### src/rtl/axi_lite_reg_bank_pkg.sv
// Shared AXI4-Lite response codes, channel FSM encodings and byte-strobe helper
// for the configuration/status register bank.
package axi_lite_reg_bank_pkg;

  localparam logic [1:0] RESP_OKAY   = 2'b00;
  localparam logic [1:0] RESP_SLVERR = 2'b10;

  typedef enum logic {
    W_IDLE = 1'b0,
    W_RESP = 1'b1
  } w_state_t;

  typedef enum logic {
    R_IDLE = 1'b0,
    R_DATA = 1'b1
  } r_state_t;

  function automatic logic [31:0] strb_mask(input logic [3:0] strb);
    logic [31:0] m;
    for (int b = 0; b < 4; b++) m[8*b +: 8] = {8{strb[b]}};
    return m;
  endfunction

endpackage

### src/rtl/axi_lite_reg_bank_sync_vec.sv
// Vector synchroniser: STAGES flops in series with asynchronous reset.
// STAGES = 0 degenerates to a plain wire.
module sync_vec #(
  parameter int WIDTH  = 32,
  parameter int STAGES = 2
) (
  input  logic             clk,
  input  logic             rst,
  input  logic [WIDTH-1:0] din,
  output logic [WIDTH-1:0] dout
);

  if (STAGES == 0) begin : g_wire
    assign dout = din;
  end else begin : g_flops
    logic [WIDTH-1:0] stage_q [STAGES];

    always_ff @(posedge clk or posedge rst) begin
      if (rst) begin
        for (int i = 0; i < STAGES; i++) stage_q[i] <= '0;
      end else begin
        stage_q[0] <= din;
        for (int i = 1; i < STAGES; i++) stage_q[i] <= stage_q[i-1];
      end
    end

    assign dout = stage_q[STAGES-1];
  end

endmodule

### src/rtl/axi_lite_reg_bank.sv
// AXI4-Lite register bank: RW control registers, synchronised RO status registers
// and a change-detect interrupt with W1C status and enable mask.
module axi_lite_reg_bank
  import axi_lite_reg_bank_pkg::*;
#(
  parameter int DATA_WIDTH  = 32,
  parameter int ADDR_WIDTH  = 9,
  parameter int NUM_RW_REGS = 4,
  parameter int NUM_RO_REGS = 2,
  parameter int SYNC_STAGES = 2
) (
  input  logic                     clk,
  input  logic                     rst,
  input  logic [ADDR_WIDTH-1:0]    S_AXI_AWADDR,
  input  logic                     S_AXI_AWVALID,
  output logic                     S_AXI_AWREADY,
  input  logic [DATA_WIDTH-1:0]    S_AXI_WDATA,
  input  logic [3:0]               S_AXI_WSTRB,
  input  logic                     S_AXI_WVALID,
  output logic                     S_AXI_WREADY,
  output logic [1:0]               S_AXI_BRESP,
  output logic                     S_AXI_BVALID,
  input  logic                     S_AXI_BREADY,
  input  logic [ADDR_WIDTH-1:0]    S_AXI_ARADDR,
  input  logic                     S_AXI_ARVALID,
  output logic                     S_AXI_ARREADY,
  output logic [DATA_WIDTH-1:0]    S_AXI_RDATA,
  output logic [1:0]               S_AXI_RRESP,
  output logic                     S_AXI_RVALID,
  input  logic                     S_AXI_RREADY,
  output logic [32*NUM_RW_REGS-1:0] rw_out,
  input  logic [32*NUM_RO_REGS-1:0] ro_in,
  output logic                     irq
);

  localparam int          IDX_W    = ADDR_WIDTH - 2;
  localparam logic [31:0] STAT_IDX = 32'(NUM_RW_REGS + NUM_RO_REGS);
  localparam logic [31:0] EN_IDX   = 32'(NUM_RW_REGS + NUM_RO_REGS + 1);

  w_state_t                 w_state_q, w_state_d;
  logic                     aw_held_q, aw_held_d, w_held_q, w_held_d;
  logic [IDX_W-1:0]         aw_idx_q, aw_idx_d;
  logic [31:0]              wdata_q, wdata_d;
  logic [3:0]               wstrb_q, wstrb_d;
  logic                     awready_q, awready_d, wready_q, wready_d;
  logic                     bvalid_q, bvalid_d;
  logic [1:0]               bresp_q, bresp_d;
  r_state_t                 r_state_q, r_state_d;
  logic                     arready_q, arready_d, rvalid_q, rvalid_d;
  logic [31:0]              rdata_q, rdata_d;
  logic [1:0]               rresp_q, rresp_d;
  logic [31:0]              rw_q [NUM_RW_REGS];
  logic [31:0]              rw_d [NUM_RW_REGS];
  logic [NUM_RO_REGS-1:0]   irq_status_q, irq_status_d, irq_enable_q, irq_enable_d;
  logic [NUM_RO_REGS-1:0]   w1c_clear, ro_change;
  logic [32*NUM_RO_REGS-1:0] ro_sync, ro_prev_q, ro_prev_d;
  logic                     irq_q, irq_d;
  logic [31:0]              widx, ridx, wmask, rd_val;
  logic                     rd_ok;
  logic                     unused_addr_bits;

  assign unused_addr_bits = ^{S_AXI_AWADDR[1:0], S_AXI_ARADDR[1:0]};

  sync_vec #(.WIDTH(32*NUM_RO_REGS), .STAGES(SYNC_STAGES)) u_sync (
    .clk (clk),
    .rst (rst),
    .din (ro_in),
    .dout(ro_sync)
  );

  // Write channel: capture AW and W independently, commit once both are held.
  always_comb begin
    w_state_d    = w_state_q;
    aw_held_d    = aw_held_q;
    w_held_d     = w_held_q;
    aw_idx_d     = aw_idx_q;
    wdata_d      = wdata_q;
    wstrb_d      = wstrb_q;
    bvalid_d     = bvalid_q;
    bresp_d      = bresp_q;
    rw_d         = rw_q;
    irq_enable_d = irq_enable_q;
    w1c_clear    = '0;
    widx         = 32'(aw_idx_q);
    wmask        = strb_mask(wstrb_q);
    case (w_state_q)
      W_IDLE: begin
        if (awready_q && S_AXI_AWVALID) begin
          aw_held_d = 1'b1;
          aw_idx_d  = S_AXI_AWADDR[ADDR_WIDTH-1:2];
        end
        if (wready_q && S_AXI_WVALID) begin
          w_held_d = 1'b1;
          wdata_d  = S_AXI_WDATA;
          wstrb_d  = S_AXI_WSTRB;
        end
        if (aw_held_q && w_held_q) begin
          aw_held_d = 1'b0;
          w_held_d  = 1'b0;
          bvalid_d  = 1'b1;
          bresp_d   = RESP_SLVERR;
          w_state_d = W_RESP;
          for (int i = 0; i < NUM_RW_REGS; i++) begin
            if (widx == 32'(i)) begin
              rw_d[i] = (rw_q[i] & ~wmask) | (wdata_q & wmask);
              bresp_d = RESP_OKAY;
            end
          end
          if (widx == STAT_IDX) begin
            w1c_clear = NUM_RO_REGS'(wdata_q & wmask);
            bresp_d   = RESP_OKAY;
          end
          if (widx == EN_IDX) begin
            irq_enable_d = NUM_RO_REGS'((32'(irq_enable_q) & ~wmask) | (wdata_q & wmask));
            bresp_d      = RESP_OKAY;
          end
        end
      end
      W_RESP: begin
        if (S_AXI_BREADY) begin
          bvalid_d  = 1'b0;
          w_state_d = W_IDLE;
        end
      end
      default: w_state_d = W_IDLE;
    endcase
    awready_d = (w_state_d == W_IDLE) && !aw_held_d;
    wready_d  = (w_state_d == W_IDLE) && !w_held_d;
  end

  // Read channel: decode on the AR handshake, hold RDATA/RRESP until RREADY.
  always_comb begin
    r_state_d = r_state_q;
    rvalid_d  = rvalid_q;
    rdata_d   = rdata_q;
    rresp_d   = rresp_q;
    ridx      = 32'(S_AXI_ARADDR[ADDR_WIDTH-1:2]);
    rd_val    = '0;
    rd_ok     = 1'b0;
    for (int i = 0; i < NUM_RW_REGS; i++) begin
      if (ridx == 32'(i)) begin
        rd_val = rw_q[i];
        rd_ok  = 1'b1;
      end
    end
    for (int j = 0; j < NUM_RO_REGS; j++) begin
      if (ridx == 32'(NUM_RW_REGS + j)) begin
        rd_val = ro_sync[32*j +: 32];
        rd_ok  = 1'b1;
      end
    end
    if (ridx == STAT_IDX) begin
      rd_val = 32'(irq_status_q);
      rd_ok  = 1'b1;
    end
    if (ridx == EN_IDX) begin
      rd_val = 32'(irq_enable_q);
      rd_ok  = 1'b1;
    end
    case (r_state_q)
      R_IDLE: begin
        if (arready_q && S_AXI_ARVALID) begin
          rdata_d   = rd_val;
          rresp_d   = rd_ok ? RESP_OKAY : RESP_SLVERR;
          rvalid_d  = 1'b1;
          r_state_d = R_DATA;
        end
      end
      R_DATA: begin
        if (S_AXI_RREADY) begin
          rvalid_d  = 1'b0;
          r_state_d = R_IDLE;
        end
      end
      default: r_state_d = R_IDLE;
    endcase
    arready_d = (r_state_d == R_IDLE);
  end

  // A fresh change sets its status bit even when a W1C clears it on the same edge.
  always_comb begin
    ro_prev_d = ro_sync;
    ro_change = '0;
    for (int i = 0; i < NUM_RO_REGS; i++)
      ro_change[i] = |(ro_sync[32*i +: 32] ^ ro_prev_q[32*i +: 32]);
    irq_status_d = (irq_status_q & ~w1c_clear) | ro_change;
    irq_d        = |(irq_status_q & irq_enable_q);
  end

  always_ff @(posedge clk or posedge rst) begin
    if (rst) begin
      w_state_q    <= W_IDLE;
      aw_held_q    <= 1'b0;
      w_held_q     <= 1'b0;
      aw_idx_q     <= '0;
      wdata_q      <= '0;
      wstrb_q      <= '0;
      awready_q    <= 1'b0;
      wready_q     <= 1'b0;
      bvalid_q     <= 1'b0;
      bresp_q      <= RESP_OKAY;
      r_state_q    <= R_IDLE;
      arready_q    <= 1'b0;
      rvalid_q     <= 1'b0;
      rdata_q      <= '0;
      rresp_q      <= RESP_OKAY;
      for (int i = 0; i < NUM_RW_REGS; i++) rw_q[i] <= '0;
      irq_status_q <= '0;
      irq_enable_q <= '0;
      ro_prev_q    <= '0;
      irq_q        <= 1'b0;
    end else begin
      w_state_q    <= w_state_d;
      aw_held_q    <= aw_held_d;
      w_held_q     <= w_held_d;
      aw_idx_q     <= aw_idx_d;
      wdata_q      <= wdata_d;
      wstrb_q      <= wstrb_d;
      awready_q    <= awready_d;
      wready_q     <= wready_d;
      bvalid_q     <= bvalid_d;
      bresp_q      <= bresp_d;
      r_state_q    <= r_state_d;
      arready_q    <= arready_d;
      rvalid_q     <= rvalid_d;
      rdata_q      <= rdata_d;
      rresp_q      <= rresp_d;
      rw_q         <= rw_d;
      irq_status_q <= irq_status_d;
      irq_enable_q <= irq_enable_d;
      ro_prev_q    <= ro_prev_d;
      irq_q        <= irq_d;
    end
  end

  for (genvar gi = 0; gi < NUM_RW_REGS; gi++) begin : g_rw_out
    assign rw_out[32*gi +: 32] = rw_q[gi];
  end

  assign S_AXI_AWREADY = awready_q;
  assign S_AXI_WREADY  = wready_q;
  assign S_AXI_BVALID  = bvalid_q;
  assign S_AXI_BRESP   = bresp_q;
  assign S_AXI_ARREADY = arready_q;
  assign S_AXI_RVALID  = rvalid_q;
  assign S_AXI_RDATA   = rdata_q;
  assign S_AXI_RRESP   = rresp_q;
  assign irq           = irq_q;

endmodule
### config.mk
export PLATFORM = sky130hd
export DESIGN_NAME = axi_lite_reg_bank
export DESIGN_NICKNAME = d
export VERILOG_FILES = /design/src/rtl/axi_lite_reg_bank_pkg.sv /design/src/rtl/axi_lite_reg_bank_sync_vec.sv /design/src/rtl/axi_lite_reg_bank.sv
export SDC_FILE = /design/constraint.sdc
export NUM_CORES = 1
export LEC_CHECK = 0
export ABC_CLOCK_PERIOD_IN_PS = 13200
export CORE_UTILIZATION = 52
export DETAILED_ROUTE_END_ITERATION = 12
export GPL_TIMING_DRIVEN = 0
export PLACE_DENSITY = 0.89
export SYNTH_ARGS = -nofsm -noshare
export SYNTH_HDL_FRONTEND = slang
export SYNTH_HIERARCHICAL = 1
export SYNTH_SLANG_ARGS = --single-unit
### constraint.sdc
create_clock -name clk -period 13.2 [get_ports clk]
set_input_delay 3.96 -clock clk [delete_from_list [all_inputs] [get_ports clk]]
set_output_delay 3.96 -clock clk [all_outputs]
set_load 0.02 [all_outputs]
* Word-level counts from Yosys, hierarchy flattened
Cells that the tools add are included.
Widths: inputs -> output; s select.
** Operators by class
- Add/sub/neg operators :: 0
- Multiply operators :: 0
- Divide/modulo/power cells :: 0
- $lt $le $gt $ge :: 0
- Equality and inequality tests :: 16
- Shifts and indexed selects :: 0
- Mux-type cells :: 44
- Bitwise logic cells :: 22
- Reduce and logical (&&, ||, !) cells :: 24
** Operators by type and width (count)
- $mux 32 :: 8
- $and 32x32->32 :: 5
- $or 32x32->32 :: 4
- $reduce_or 32->1 :: 2
- $xor 32x32->32 :: 2
- $eq 7x3->1 const B :: 6
- $not 32->32 :: 1
- $eq 7x2->1 const B :: 4
- $mux 1 :: 22
- $mux 2 :: 10
- $reduce_and 3->1 :: 5
- $eq 7x1->1 const B :: 2
- $logic_not 7->1 :: 2
- $reduce_and 2->1 :: 6
- $ne 2x2->1 const B :: 4
- $pmux 1 s2 :: 4
- $and 2x2->2 :: 3
- $logic_and 1x1->1 :: 6
- $not 1->1 :: 4
- $or 2x2->2 :: 2
- $logic_not 1->1 :: 2
- $not 2->2 :: 1
- $reduce_or 2->1 :: 1
** Word-level totals
- Flip-flop bits (word level) :: 413
- Latch bits :: 0
- Memory bits (writable) :: 0
- ROM bits :: 0
- Input bits :: 125
- Output and inout port bits :: 170
- Logic and storage cells :: 131
- Memories kept :: 0

* Logic depth before layout (Yosys ltp)
Gate-level depths: netlist (run 1).
- Depth after elaboration :: 10
- Depth in mapped cells :: 7
- Depth with buffers taken out :: 4

* By module
Netlist (run 1), hierarchy kept.
** Modules (own cells, without submodules)
- axi_lite_reg_bank :: instances 1, cells an instance 961, area an instance 12104.1 µm²
- sync_vec :: instances 1, cells an instance 193, area an instance 3687.3 µm²

* Least setup slack after synthesis (run 1)
No wires, ideal clock.
- Kind :: input to register
- From :: input S_AXI_ARADDR[3]
- To :: register rdata_q[11], in the netlist S_AXI_RDATA[11]
- Setup time :: 0.066 ns
- Arrival :: 5.558 ns
- Slack :: 7.576 ns
- Stages :: 7
- Path buffers :: 3
- Cells stage by stage :: clkbuf_1 > buf_1 > nand2b_1 > nor3_1 > clkbuf_1 > a22oi_1 > nand2_1
** Between the ends
- Word-level cells in the longest chain between the ends :: 9
- Elaborated cells between the ends (all ways) :: 16
** RTL lines
- from (decl) :: line axi_lite_reg_bank.sv:24 : input logic [ADDR_WIDTH-1:0] S_AXI_ARADDR,
- $logic_not 7->1 :: line axi_lite_reg_bank.sv:141 : if (ridx == 32'(i)) begin
- $mux 32 (4 in series) :: line axi_lite_reg_bank.sv:141
- $mux 32 (2 in series) :: line axi_lite_reg_bank.sv:147 : if (ridx == 32'(NUM_RW_REGS + j)) begin
- $mux 32 :: line axi_lite_reg_bank.sv:152 : if (ridx == STAT_IDX) begin
- $mux 32 * :: line axi_lite_reg_bank.sv:156 : if (ridx == EN_IDX) begin
- to (signal assigned) :: line axi_lite_reg_bank.sv:226 : rdata_q <= rdata_d;
- to (decl) :: line axi_lite_reg_bank.sv:50 : logic [31:0] rdata_q, rdata_d;
Every way passes the cells marked *; elsewhere a longest branch is shown, timed or not.
A chain may end at the register's enable or synchronous reset.

* Worst setup path after layout (run 1)
- From :: input S_AXI_ARADDR[7]
- To :: register rdata_q[15], in the netlist S_AXI_RDATA[15]
The elaborated chain is that of the path after synthesis.

==> results of run 1 <==
-- synthesized netlist by cell type, drive strengths merged, types with 5 or more instances --
| cell type | n | area, um2 |
|---|---|---|
| mux2 | 155 | 1750 |
| nand2b | 5 | 31.3 |
| xnor2 | 32 | 280 |
| a2111oi | 10 | 87.6 |
| nor4 | 13 | 87.6 |
| buf | 75 | 532 |
| nor2 | 19 | 71.3 |
| inv | 13 | 48.8 |
| o221ai | 6 | 52.6 |
| clkbuf | 32 | 120 |
| a211o | 6 | 52.6 |
| xor2 | 32 | 280 |
| nand2 | 189 | 719 |
| nor2b | 23 | 144 |
| dfrtp | 411 | 10300 |
| o2111ai | 7 | 61.3 |
| mux4 | 19 | 428 |
| a21o | 5 | 37.5 |
| o22a | 7 | 61.3 |
| o21ai | 25 | 125 |
| a22oi | 17 | 128 |
| nand4 | 11 | 68.8 |
-- layout make-up --
class | count | area, um2
sequential | 411 | 10300
fill | 2014 | 9090
multi-input combinational | 624 | 4810
timing repair buffer | 289 | 2950
clock buffer | 60 | 1250
buffer | 107 | 652
tap | 390 | 488
clock inverter | 15 | 213
inverter | 13 | 61.3
-- metrics by stage --
step | power [mW] | instance area [um2] | hold slack (ns) | setup WS, ns | util, %
after floorplan | 2.10 | 15800 | 0.331 | 1.43 | -
after global placement | 2.51 | 19100 | 0.334 | -1.82 | 64.3
after detailed placement | 2.55 | 19200 | 0.335 | 6.40 | 64.6
after CTS | 3.79 | 20700 | 0.341 | 6.91 | 69.5
after global routing | 3.93 | 20700 | 0.343 | 6.73 | 69.5
final | 3.77 | 20700 | 0.337 | 6.82 | 69.5
-- cells by family (layout without fill, tap and decap cells) --
family	Yosys count	after routing	share of synthesized area [%]
AND/OR/NAND/NOR	284	284	8.44
XOR/XNOR	64	64	3.55
flip-flops	411	411	65.1
multiplexers	176	176	13.9
AO/OA/AOI/OAI	98	98	4.53
buffers and inverters	120	484	4.44
other	1	2	0.0237
-- power by group through the flow --
stage / clock (mW) / combinational (mW) / sequential [mW]
6_report: 1.23 / 0.879 / 1.66
3_3_place_gp: 0 / 0.851 / 1.66
4_1_cts: 1.25 / 0.883 / 1.66
2_1_floorplan: 0 / 0.342 / 1.75
5_1_grt: 1.30 / 0.937 / 1.68
3_5_place_dp: 0 / 0.873 / 1.68
-- worst paths after layout --
kind | end | slack, ns | depth (start not counted)
max in group asynchronous | wdata_q[11]$_DFFE_PP0P_ | 8.37 | 3
worst min register to register | u_sync/dout[45]$_DFF_PP0_ | 0.34 | 0
worst max register to register | flop | 10.34 | 5
worst min-delay path | u_sync/dout[45]$_DFF_PP0_ | 0.34 | 0
min in group asynchronous | ro_prev_q[32]$_DFF_PP0_ | 3.88 | 2
worst max-delay path | S_AXI_RDATA[15]$_DFFE_PP0P_ | 6.82 | 6
-- worst max-delay path, stage by stage --
cell             delay [ns]
clkdlybuf4s50_1        0.42
or4_1                  0.61
nor3_1                 1.01
clkbuf_1               0.55
a22oi_1                0.18
nand2_1                0.12
-- layer usage --
| metal | wire [um] | vias up | share of wire [%] | track usage [%] |
|---|---|---|---|---|
| met5 | 0 | - | 0 | 0 |
| met4 | 2320 | 0 | 5.3 | 14.7 |
| met2 | 20600 | 487 | 47 | 45.3 |
| met3 | 3820 | 120 | 8.8 | 8.16 |
| li1 | - | 4580 | - | - |
| met1 | 17000 | 5348 | 39 | 36.6 |
==> flow_summary.yaml, run 1 <==
outcome:
  status: "complete, no violations"
synthesis:
  synth_warnings: 6
  syn_inst: 1154
  yosysSeqAreaShare_pct: 65.1
  synth_area_mm2: 0.0158
  synth_edf_count: 0
  ys_types: 47
  ys_seq_elements: 411
  synthArstFlopShare_pct: 100
  avgSynthCellArea_um2: 13.7
  synthFlopType: "dfrtp_1"
worst_hold_path:
  worstHoldPathType: "reg -> reg"
  min_from: "u_sync/g_flops.stage_q[109]$_DFF_PP0_"
global_routing:
  antenna_found_initial: 0
  grt_overflow_total: 0
  grt_usage_pct: 28.8
  grt_max_degree: 134
  grt_pass1_wl_mm: 65.9
  grt_pass1_vias: 11142
critical_path:
  arrival_ns: 6.85
  worstPathMaxFanout: 10
  r2r_start: "aw_idx_q[3]$_DFFE_PP0P_"
  worst_setup_path_start_kind: "input pin"
  cp.required_ns: 13.68
  crit_start: "S_AXI_ARADDR[7]"
  crit_type: "in -> reg"
  worstSetupEndpointType: "flop"
detailed_routing:
  first_pass_iters: 5
  post-route-drc-count: 0
  drt-initial-drc-count: 825
  drt-total-wl_mm: 43.7
  antenna_left: 0
  num_vias: 10535
  via_per_inst: 5.52
  drt-wirelength-per-cell_um: 22.9
power_and_ir_drop:
  leakagePower_nw: 9.47
  switching_share_pct: 30.3
  ir_drop_mv: 0.158
  clockPowerShare_pct: 32.7
  p_switching_mw: 1.14
  p_per_area_mw_per_mm2: 182
  pwr-share-seq_pct: 44.0
  p_int_mw: 2.63
  pwr-share-comb_pct: 23.3
clock_tree:
  ctsResizeCount: 0
  path_clk_slew_ns: 0.06
  htree_levels: 2
  root_buffer: "clkbuf_16"
  insertion_delay_ns: 0.54
  numCtsBuffers: 42
  cts.sinks: 411
  ctsHoldBuffers: 0
  cts.path.max_buffers: 3
  cts_tree: "yes"
  post_cts_buffers: 0
flow_run:
  cap_violations: 0
die:
  start_util_pct: 53.0
  die_h_um: 176
  pin_count: 295
  row_count: 63
  coreArea_mm2: 0.0298
  die_area_mm2: 0.0311
  fp.dieW_um: 176
timing:
  worst_clock_skew_ns: 0.0242
  final.setup.tns_ns: 0
  max-slew-margin-rel_pct: 17.4
  rsz0062_at_grt: "no"
  fin_crit_sh_pct: 48.3
  tightest_slew_ns: 1.23
  max_freq_mhz: 157
  final.min_clock_period_ns: 6.38
  finalSetupViolCount: 0
  slew_violations: 0
  timing.final.hold_violations: 0
placement:
  dp_hpwl_mm: 31.0
  dp_cells: 1834
  place_congestion: 0.902
  io_buffers: 286
cells_and_area:
  antenna_cells: 0
  final_cell_mix: "411 x dfrtp_1, 286 x clkdlybuf4s50_1, 185 x nand2_1"
  final_common_cell: "dfrtp_1"
  drive_gt1_share_pct: 21.3
  area_growth_pct: 31.1
  final-instance-count-excl-fill: 1909
  fin_nets: 1613
(Power assumes the default switching activity.)
==> run 2, diff against run 1 <==
--- a/config.mk
+++ b/config.mk
@@ -5,7 +5,7 @@
 export SDC_FILE = /design/constraint.sdc
 export NUM_CORES = 1
 export LEC_CHECK = 0
-export ABC_CLOCK_PERIOD_IN_PS = 13200
+export ABC_CLOCK_PERIOD_IN_PS = 6200
 export CORE_UTILIZATION = 52
 export DETAILED_ROUTE_END_ITERATION = 12
 export GPL_TIMING_DRIVEN = 0
==> constraint.sdc (replaced) <==
create_clock -name clk -period 6.2 [get_ports clk]
set_input_delay 1.86 -clock clk [delete_from_list [all_inputs] [get_ports clk]]
set_output_delay 1.86 -clock clk [all_outputs]
set_load 0.02 [all_outputs]
==> run 2 against run 1 <==
  * Count of clock-buffer cells in the layout shrank 6
  * Worst setup slack lost 4.9 ns
  * Routed wire length grew 1.5%
  * Largest cell class unchanged
  * Global-route usage grew 0.33 points
  * Core utilization grew 0.055 points
  * Hold slack gained 0.0026 ns
  * Sequential share of layout area is essentially flat
  * Largest power group unchanged
  * Die area is the same
  * Combinational power grew 110%
  * Non-clock buffer count grew 5
  * Cell count is essentially flat
  * Critical endpoint unchanged
  * Total power grew 110%
==> flow_summary.yaml, run 2 (synthesized netlist as in run 1, its figures left out) <==
power_and_ir_drop:
  leakagePower_nw: 9.47
  ir_drop_mv: 0.234
  p_per_area_mw_per_mm2: 385
die:
  fp.dieW_um: 176
  pin_count: 295
  start_util_pct: 53.0
  coreArea_mm2: 0.0298
  row_count: 63
  die_h_um: 176
  die_area_mm2: 0.0311
timing:
  fin_crit_sh_pct: 69.8
  timing.final.hold_violations: 0
  finalSetupViolCount: 0
  final.setup.tns_ns: 0
  slew_violations: 0
  worst_clock_skew_ns: 0.0284
  fin_hold_ws_ns: 0.340
  max_freq_mhz: 231
  final.min_clock_period_ns: 4.33
  rsz0062_at_grt: "no"
  tightest_slew_ns: 1.31
  max-slew-margin-rel_pct: 12.3
  final.setup.worst_slack_ns: 1.87
clock_tree:
  cts.path.max_buffers: 3
  ctsHoldBuffers: 0
  insertion_delay_ns: 0.55
  cts_tree: "yes"
  path_clk_slew_ns: 0.06
  root_buffer: "clkbuf_16"
  ctsResizeCount: 0
  numCtsBuffers: 42
  post_cts_buffers: 0
  cts.sinks: 411
  htree_levels: 2
critical_path:
  arrival_ns: 4.80
  critPathTopFamily: "simple AND/OR/NAND/NOR gates"
  slowest_stage: "nor3_1"
  worstSetupEndpointType: "flop"
  worstPathMaxFanout: 10
  cp.required_ns: 6.68
  cp_cell_sequence: "clkdlybuf4s50_1 > or4_1 > nor3_1 > clkbuf_1 > a22oi_1 > nand2_1"
  slowest_delay_ns: 1.07
  worst-path-buf-inv: 2
  crit_type: "in -> reg"
  worst_setup_path_start_kind: "input pin"
cells_and_area:
  area_growth_pct: 31.2
  fin_nets: 1618
  fin_area_mm2: 0.0207
  final_common_cell: "dfrtp_1"
  drive_gt1_share_pct: 21.2
  final_cell_mix: "411 x dfrtp_1, 286 x clkdlybuf4s50_1, 185 x nand2_1"
detailed_routing:
  num_vias: 10603
  first_pass_iters: 5
  drt-total-wl_mm: 44.3
  antenna_left: 0
  post-route-drc-count: 0
  via_per_inst: 5.55
  drt-wirelength-per-cell_um: 23.2
  drt-initial-drc-count: 874
placement:
  io_buffers: 286
  place_area_mm2: 0.0193
  place_congestion: 0.893
  dp_slack_ns: 1.49
  dp_hpwl_mm: 32.0
outcome:
  status: "complete, no violations"
global_routing:
  grt_overflow_total: 0
  grt_usage_pct: 29.2
  grt_pass1_vias: 11109
  antenna_found_initial: 0
  grt_pass1_wl_mm: 66.7
  grt_max_degree: 107
flow_run:
  cap_violations: 0
worst_hold_path:
  worstHoldPathType: "reg -> reg"
-- run 2: cell types whose count changed in the layout (fill, tap and decap cells not counted) --
cell | previous run | this run
buf_12 | 0 | 7
buf_16 | 3 | 1
bufinv_16 | 4 | 5
clkbuf_1 | 38 | 39
clkbuf_8 | 11 | 4
clkinv_2 | 5 | 6
clkinv_4 | 0 | 2
diode_2 | 0 | 1
inv_6 | 2 | 1
inv_8 | 2 | 0
-- run 2: final timing paths --
path,startpoint,to,cells after the start,slack [ns]
max in group asynchronous,rst,wstrb_q[1]$_DFFE_PP0P_,5,3.27
min reg2reg,u_sync/g_flops.stage_q[85]$_DFF_PP0_,u_sync/dout[21]$_DFF_PP0_,0,0.34
min in group asynchronous,rst,u_sync/dout[31]$_DFF_PP0_,2,1.71
min,u_sync/g_flops.stage_q[85]$_DFF_PP0_,u_sync/dout[21]$_DFF_PP0_,0,0.34
max reg2reg,aw_idx_q[3]$_DFFE_PP0P_,flop,5,3.28
max,S_AXI_ARADDR[7],S_AXI_RDATA[15]$_DFFE_PP0P_,6,1.87
-- run 2: report_power, final --
part           internal (mW)  switching [mW]
Combinational          0.899           0.985
Sequential              3.13           0.411
Clock                   1.53            1.02
Total                   5.55            2.42
-- run 2: per-layer routing --
metal / wire length (um) / vias up / global-route usage, %
li1: - / 4585 / -
met1: 17000 / 5409 / 36.7
met2: 21400 / 499 / 47.1
met3: 3930 / 110 / 7.90
met4: 2010 / 0 / 13.4
met5: 0 / - / 0
-- run 2: area by class of cell --
type	count	area, um2
sequential	411	10300
fill	1946	9080
multi-input combinational	624	4810
timing repair buffer	294	3030
clock buffer	54	1160
buffer	107	652
tap	390	488
clock inverter	16	238
inverter	13	57.6
antenna	1	2.50
-- run 2: through the flow --
stage,cells,power [mW],util (%)
after floorplan,1155,4.46,-
after global placement,1831,5.34,64.3
after detailed placement,1839,5.44,64.8
after CTS,1909,8.00,69.5
after global routing,1909,8.30,69.5
final,1910,7.97,69.5
